[src/rtl/uart_pkg.sv]
// Shared types and constants for the UART receive path: FSM state encoding,
// baud divider helper and counter widths.
package uart_pkg;

  localparam int ERR_CNT_W = 8;
  localparam int CNT_W     = 16;

  typedef enum logic [2:0] {
    ST_IDLE   = 3'd0,
    ST_START  = 3'd1,
    ST_DATA   = 3'd2,
    ST_PARITY = 3'd3,
    ST_STOP   = 3'd4,
    ST_BREAK  = 3'd5
  } state_e;

  function automatic int uart_div(input int freq_mhz, input int baud);
    return (freq_mhz * 1000000) / baud;
  endfunction

endpackage

[src/rtl/sync_fifo.sv]
// Single-clock show-ahead FIFO with wrap-bit pointers; a push while full is
// accepted only when a pop frees the head slot in the same cycle.
module sync_fifo #(
  parameter  int WIDTH = 8,
  parameter  int DEPTH = 16,
  localparam int AW    = $clog2(DEPTH)
) (
  input  logic             i_clk,
  input  logic             i_rst_n,
  input  logic             i_push,
  input  logic [WIDTH-1:0] i_push_data,
  input  logic             i_pop,
  output logic [WIDTH-1:0] o_data,
  output logic             o_full,
  output logic             o_empty,
  output logic [AW:0]      o_level
);

  logic [WIDTH-1:0] r_mem [DEPTH];
  logic [AW:0]      r_wr_ptr;
  logic [AW:0]      r_rd_ptr;
  logic             w_do_push;
  logic             w_do_pop;

  assign o_empty   = (r_wr_ptr == r_rd_ptr);
  assign o_full    = (r_wr_ptr[AW] != r_rd_ptr[AW]) &&
                     (r_wr_ptr[AW-1:0] == r_rd_ptr[AW-1:0]);
  assign w_do_pop  = i_pop & ~o_empty;
  assign w_do_push = i_push & (~o_full | w_do_pop);
  assign o_level   = r_wr_ptr - r_rd_ptr;
  // Masked head keeps the output at 0 while empty instead of stale RAM.
  assign o_data    = o_empty ? '0 : r_mem[r_rd_ptr[AW-1:0]];

  always_ff @(posedge i_clk) begin
    if (w_do_push) r_mem[r_wr_ptr[AW-1:0]] <= i_push_data;
  end

  always_ff @(posedge i_clk or negedge i_rst_n) begin
    if (!i_rst_n) begin
      r_wr_ptr <= '0;
      r_rd_ptr <= '0;
    end else begin
      if (w_do_push) r_wr_ptr <= r_wr_ptr + (AW+1)'(1);
      if (w_do_pop)  r_rd_ptr <= r_rd_ptr + (AW+1)'(1);
    end
  end

endmodule

[src/rtl/uart_rx_mon.sv]
// UART receiver: 2-flop synchroniser, bit FSM, error pulses, saturating error
// counter and output FIFO. Even parity is compiled in by UART_RX_MON_PARITY_EN.
module uart_rx_mon
  import uart_pkg::*;
#(
  parameter int FREQ_MHZ   = 12,
  parameter int BAUD       = 115200,
  parameter int DATA_BITS  = 8,
  parameter int FIFO_DEPTH = 16
) (
  input  logic                          CLK_I,
  input  logic                          RST_N_I,
  input  logic                          RX_I,
  output logic [DATA_BITS-1:0]          DATA_O,
  output logic                          VALID_O,
  input  logic                          READY_I,
  output logic                          FRAME_ERR_O,
  output logic                          PARITY_ERR_O,
  output logic                          OVERRUN_O,
  output logic [ERR_CNT_W-1:0]          ERR_CNT_O,
  output logic [$clog2(FIFO_DEPTH):0]   LEVEL_O,
  output logic [2:0]                    DBG_STATE_O
);

  localparam int DIV = uart_div(FREQ_MHZ, BAUD);
  localparam logic [CNT_W-1:0] C_HALF     = CNT_W'(DIV/2 - 1);
  localparam logic [CNT_W-1:0] C_FULL     = CNT_W'(DIV - 1);
  localparam logic [3:0]       C_LAST_BIT = 4'(DATA_BITS - 1);

  if (DIV < 8) begin : g_div_chk
    $error("uart_rx_mon: clock/baud divider must be at least 8");
  end
  if (DATA_BITS < 5 || DATA_BITS > 9) begin : g_bits_chk
    $error("uart_rx_mon: DATA_BITS must be 5..9");
  end
  if (FIFO_DEPTH < 2 || (FIFO_DEPTH & (FIFO_DEPTH - 1)) != 0) begin : g_depth_chk
    $error("uart_rx_mon: FIFO_DEPTH must be a power of two >= 2");
  end

  logic                 r_rx_s1, r_rx_s2, r_rx_d;
  logic [1:0]           r_sync_ok;
  state_e               r_state;
  logic [CNT_W-1:0]     r_cnt;
  logic [3:0]           r_bit_idx;
  logic [DATA_BITS-1:0] r_shift;
  logic                 r_par_err;
  logic                 r_frame_err, r_parity_err, r_overrun;
  logic [ERR_CNT_W-1:0] r_err_cnt;
  logic                 w_fall, w_tick, w_push, w_pop, w_full, w_empty;

  // r_rx_d stays 0 until the synchroniser holds real line samples, so a line
  // already low at reset release never looks like a falling edge.
  always_ff @(posedge CLK_I or negedge RST_N_I) begin
    if (!RST_N_I) begin
      r_rx_s1   <= 1'b1;
      r_rx_s2   <= 1'b1;
      r_rx_d    <= 1'b0;
      r_sync_ok <= 2'b00;
    end else begin
      r_rx_s1   <= RX_I;
      r_rx_s2   <= r_rx_s1;
      r_sync_ok <= {r_sync_ok[0], 1'b1};
      r_rx_d    <= r_sync_ok[1] ? r_rx_s2 : 1'b0;
    end
  end

  assign w_fall = r_rx_d & ~r_rx_s2;
  assign w_tick = (r_cnt == '0);
  assign w_push = (r_state == ST_STOP) & w_tick & r_rx_s2 & ~r_par_err;
  assign w_pop  = VALID_O & READY_I;

`ifdef UART_RX_MON_PARITY_EN
  logic w_par_bad;
  assign w_par_bad = (^r_shift) ^ r_rx_s2;
`endif

  always_ff @(posedge CLK_I or negedge RST_N_I) begin
    if (!RST_N_I) begin
      r_state      <= ST_IDLE;
      r_cnt        <= '0;
      r_bit_idx    <= '0;
      r_shift      <= '0;
      r_par_err    <= 1'b0;
      r_frame_err  <= 1'b0;
      r_parity_err <= 1'b0;
    end else begin
      r_frame_err  <= 1'b0;
      r_parity_err <= 1'b0;
      if (r_cnt != '0) r_cnt <= r_cnt - CNT_W'(1);
      case (r_state)
        ST_IDLE: if (w_fall) begin
          r_cnt   <= C_HALF;
          r_state <= ST_START;
        end
        ST_START: if (w_tick) begin
          if (r_rx_s2) begin
            r_state <= ST_IDLE;
          end else begin
            r_cnt     <= C_FULL;
            r_bit_idx <= '0;
            r_par_err <= 1'b0;
            r_state   <= ST_DATA;
          end
        end
        ST_DATA: if (w_tick) begin
          r_shift <= {r_rx_s2, r_shift[DATA_BITS-1:1]};
          r_cnt   <= C_FULL;
          if (r_bit_idx == C_LAST_BIT) begin
`ifdef UART_RX_MON_PARITY_EN
            r_state <= ST_PARITY;
`else
            r_state <= ST_STOP;
`endif
          end else begin
            r_bit_idx <= r_bit_idx + 4'd1;
          end
        end
`ifdef UART_RX_MON_PARITY_EN
        ST_PARITY: if (w_tick) begin
          r_par_err    <= w_par_bad;
          r_parity_err <= w_par_bad;
          r_cnt        <= C_FULL;
          r_state      <= ST_STOP;
        end
`endif
        ST_STOP: if (w_tick) begin
          if (!r_rx_s2) begin
            r_frame_err <= 1'b1;
            r_state     <= ST_BREAK;
          end else begin
            r_state <= ST_IDLE;
          end
        end
        ST_BREAK: if (r_rx_s2) r_state <= ST_IDLE;
        default:  r_state <= ST_IDLE;
      endcase
    end
  end

  // Error events are counted one cycle after their pulse is registered.
  always_ff @(posedge CLK_I or negedge RST_N_I) begin
    if (!RST_N_I) begin
      r_overrun <= 1'b0;
      r_err_cnt <= '0;
    end else begin
      r_overrun <= w_push & w_full & ~w_pop;
      if ((r_frame_err | r_parity_err | r_overrun) && (r_err_cnt != '1))
        r_err_cnt <= r_err_cnt + ERR_CNT_W'(1);
    end
  end

  sync_fifo #(
    .WIDTH (DATA_BITS),
    .DEPTH (FIFO_DEPTH)
  ) u_fifo (
    .i_clk       (CLK_I),
    .i_rst_n     (RST_N_I),
    .i_push      (w_push),
    .i_push_data (r_shift),
    .i_pop       (w_pop),
    .o_data      (DATA_O),
    .o_full      (w_full),
    .o_empty     (w_empty),
    .o_level     (LEVEL_O)
  );

  assign VALID_O     = ~w_empty;
  assign FRAME_ERR_O = r_frame_err;
  assign OVERRUN_O   = r_overrun;
  assign ERR_CNT_O   = r_err_cnt;
  assign DBG_STATE_O = r_state;
`ifdef UART_RX_MON_PARITY_EN
  assign PARITY_ERR_O = r_parity_err;
`else
  assign PARITY_ERR_O = 1'b0;
`endif

endmodule
[config.mk]
export PLATFORM = sky130hd
export DESIGN_NAME = uart_rx_mon
export DESIGN_NICKNAME = d
export VERILOG_FILES = /design/src/rtl/uart_pkg.sv /design/src/rtl/sync_fifo.sv /design/src/rtl/uart_rx_mon.sv
export SDC_FILE = /design/constraint.sdc
export NUM_CORES = 1
export LEC_CHECK = 0
export CAP_MARGIN = 30
export CELL_PAD_IN_SITES_DETAIL_PLACEMENT = 1
export CELL_PAD_IN_SITES_GLOBAL_PLACEMENT = 1
export CORE_ASPECT_RATIO = 0.7
export CORE_MARGIN = 2
export CORE_UTILIZATION = 30
export CTS_CLUSTER_SIZE = 14
export DETAILED_ROUTE_END_ITERATION = 8
export HOLD_SLACK_MARGIN = 0.1
export PLACE_DENSITY = 0.55
export SLEW_MARGIN = 30
export SYNTH_ARGS = -nofsm -noshare
export SYNTH_HDL_FRONTEND = slang
export SYNTH_SLANG_ARGS = --single-unit
export TNS_END_PERCENT = 30
[constraint.sdc]
create_clock -name CLK_I -period 3.9 [get_ports CLK_I]
set_clock_uncertainty 0.05 [all_clocks]
set_input_delay 0.975 -clock CLK_I [delete_from_list [all_inputs] [get_ports CLK_I]]
set_output_delay 0.975 -clock CLK_I [all_outputs]
set_load 0.005 [all_outputs]
==> flow_summary.ini <==
[clock_network]
htree_levels = 4
cts_root_buffer = clkbuf_16
post_cts_buffers = 0
cts_buffers = 17
hold_buffers = 0
cts_tree = built
cts_buffer_depth = 2
clkSinkCount = 184
clk_latency_ns = 0.44
cts.clk_slew.worst_paths_ns = 0.07

[critical_path]
cp_cell_sequence = inv_1 > ha_1 > and4_1 > nand2_2 > nand2_4 > o22ai_1 > clkdlybuf4s50_1
cpLargestDelayFamily = buffers and inverters
crit_arrival_ns = 2.67
path_class = reg -> out
cp.required_ns = 2.87
cp-end-kind = primary output
cp_max_fo = 8
cp-start-kind = register
critPathSlowestCell = clkdlybuf4s50_1
critical_path.n_buffers_inverters = 2
crit_path_max_incr_delay_ns = 0.52

[cells_and_area]
final_util_pct = 36.1
nets = 571
drive_gt1_share_pct = 21.8
area_delta_synth_final_pct = 17.2
final_cell_area_um2 = 9360
diodes = 0

[timing]
slew_headroom_pct = 45.7
finalSetupViolations = 0
setup_tns_ns = 0
maxSlewViolCount = 0
min_period_ns = 3.70
worst_slew_pin_slew_ns = 0.803
maxClockFrequency_mhz = 270
setup_slack_ns = 0.202
hold_viol = 0
finalCritPeriodShare_pct = 94.8
rsz0062_at_grt = no

[power]
total_leakage_power_uw = 0.00343
pwr-share-clk_pct = 31.3
power_density_nw_per_um2 = 562
power.switching_uw = 1640
power.share.switching_pct = 31.2
ir_worst_vdd_uv = 286
p_int_uw = 3620
total_power_uw = 5260
pwr-share-comb_pct = 24.2
pwr-share-seq_pct = 44.5

[yosys]
synth_cell_types = 63
synth_top_cell_area_share_pct = 48.1
synthTopCellsByArea = edfxtp_1 48%, dfrtp_1 17%, mux4_2 9.0%
synthCells = 505
yosys_warnings = 0
syn_area_um2 = 7990
syn-num-nets = 524
synthArstFlopShare_pct = 30.4
avgSynthCellArea_um2 = 15.8
synth-edff-count = 128
synth_top_area_cell = edfxtp_1
synthFlopType = edfxtp_1
synth-seq-cells = 184
seq_area_frac_synth_pct = 65.7

[route]
drtAntennaViolNets = 0
dr.pass1.iters = 4
post_drt_wl_per_cell_um = 19.8
vias = 4524
drt_iter0_drc = 314
routed_wl_um = 18200
viasPerCell = 4.91
drc = 0

[global_route]
grt_antenna_before_repair = 0
track_usage_pct = 14.2
overflow = 0
grt_max_degree = 36
grt_pass1_wl_um = 29500
grt_pass1_vias = 4966

[placed_design]
dp_hpwl_um = 12300
place_ws_ns = 0.327
gp_congestion = 0.730
port-buffer-count = 30
place_area_um2 = 8780

[run_status]
status = finished, final reports clean

[floorplan]
pin_count = 32
die-area_um2 = 28000
initial_utilization_pct = 30.8
die_w_um = 199
rows = 49
core_area_um2 = 25900
chipHeight_um = 141

[job]
drv_cap = 0

[worst_hold_path]
hold_class = reg -> reg
[cell usage in the layout (no fill, tap or decap), drive strengths merged, types with 3 or more instances in the layout]
master / n
buf: 23
nor2b: 4
xnor2: 9
nor3: 17
clkbuf: 17
or2: 4
a21o: 4
nand2: 15
o31ai: 10
or4: 9
and3: 4
clkinv: 6
nor4: 10
mux4: 32
nor3b: 5
inv: 27
nand4: 4
or3: 9
nand2b: 5
ha: 14
xor2: 10
and2: 3
nand3: 9
nor2: 8
mux2i: 17
o21ai: 13
mux2: 10
o22ai: 9
clkdlybuf4s50: 29
edfxtp: 128
a21oi: 17
dfrtp: 54
[cell usage after synthesis (2+ instances only)]
cell	count
dfrtp_1	54
and2_1	2
and3_1	4
nor4b_1	2
ha_1	14
or3_1	8
buf_1	3
edfxtp_1	128
nor2b_1	4
nand2_1	15
inv_1	18
nor3_1	8
nor3b_1	4
nand4_1	4
or3b_2	2
or2_2	3
a211o_1	2
o21ai_0	13
or4_1	9
mux4_2	32
xor2_1	10
a21oi_1	17
a21o_1	4
o31ai_1	10
o41ai_1	2
mux2i_1	17
clkbuf_1	14
nor3_2	9
nand3_1	9
and4_1	2
mux2_2	9
dfstp_2	2
xnor2_1	9
nand2b_1	5
conb_1	2
nor2_1	8
o22ai_1	9
nand3b_1	2
nor4_1	9
buf_2	4
[cell type report]
| type | count | area (µm²) |
|---|---|---|
| Fill cell | 2652 | 16600 |
| Sequential cell | 184 | 5250 |
| Multi-Input combinational cell | 278 | 2560 |
| Timing Repair Buffer | 52 | 473 |
| Tap cell | 357 | 447 |
| Clock buffer | 17 | 425 |
| Clock inverter | 15 | 133 |
| Inverter | 19 | 71.3 |
[path summary, 6_finish.rpt]
path	startpoint	end	slack (ns)	cells after the start
worst min-delay path	r_rx_s1	r_rx_s2	0.31	0
max in group asynchronous	RST_N_I	r_rx_s1	2.58	2
worst min register to register	r_rx_s1	r_rx_s2	0.31	0
min in group asynchronous	RST_N_I	r_cnt[13]	0.48	1
worst max-delay path	u_fifo.r_rd_ptr[2]	DATA_O[7]	0.20	7
worst max register to register	u_fifo.r_rd_ptr[2]	u_fifo.r_mem[12][2]	0.51	8
[worst reg2reg max path: cells and delay by family, from the launching register on]
family	cells	cell delay [ns]
simple gates	4	1.67
buf+inv	3	0.55
flops	1	0.46
fa+ha+maj	1	0.37
[kinds of logic after synthesis]
logic type,synth area share [%]
DFF,65.7
and+or+nand+nor,9.26
AOI/OAI and AO/OA,5.37
muxes,12.6
buffers and inverters,2.43
xor gates and xnor gates,2.08
adders and majority gates,2.44
other,0.0940
[per-layer routing]
layer  GRT usage (%)  vias up  wire length, µm  share of wire [%]
met5               0        -                0                  0
met4            3.85        0              188                1.0
met3            2.94       14              635                3.5
met2            21.4       55             8410                 46
met1            20.6     2385             8990                 49
li1                -     2070                -                  -
[through the flow]
step	std cells	hold WS [ns]
finish	922	0.307
detailed placement	890	0.299
global placement	890	0.283
global route	922	0.314
floorplan	505	0.281
CTS	922	0.309
[power groups by stage]
| stage | registers [µW] | clock network [µW] | logic, µW |
|---|---|---|---|
| floorplan | 2320 | 0 | 874 |
| global placement | 2370 | 0 | 1270 |
| detailed placement | 2380 | 0 | 1290 |
| CTS | 2340 | 1700 | 1300 |
| global route | 2370 | 1770 | 1420 |
| finish | 2340 | 1650 | 1280 |
[sequential cells by signal, indices dropped and copies added (netlist names)]
signal and count:
r_cnt 16, u_fifo.r_mem 128, r_rx_s2 1, r_rx_s1 1, FRAME_ERR_O 1, r_shift 8, r_sync_ok 2, r_bit_idx 4
u_fifo.r_wr_ptr 5, DBG_STATE_O 3, ERR_CNT_O 8, r_rx_d 1, u_fifo.r_rd_ptr 5, OVERRUN_O 1
[repair_timing]
| item | 4_1_cts | 5_1_grt |
|---|---|---|
| pin swaps | 0 | 0 |
| gates cloned | 0 | 0 |
| endpoints found under the hold margin | 0 | 0 |
| setup endpoints to repair | 7 | 8 |
| resized for setup | 2 | 5 |
Note: power is estimated with default switching activity, not from simulation.
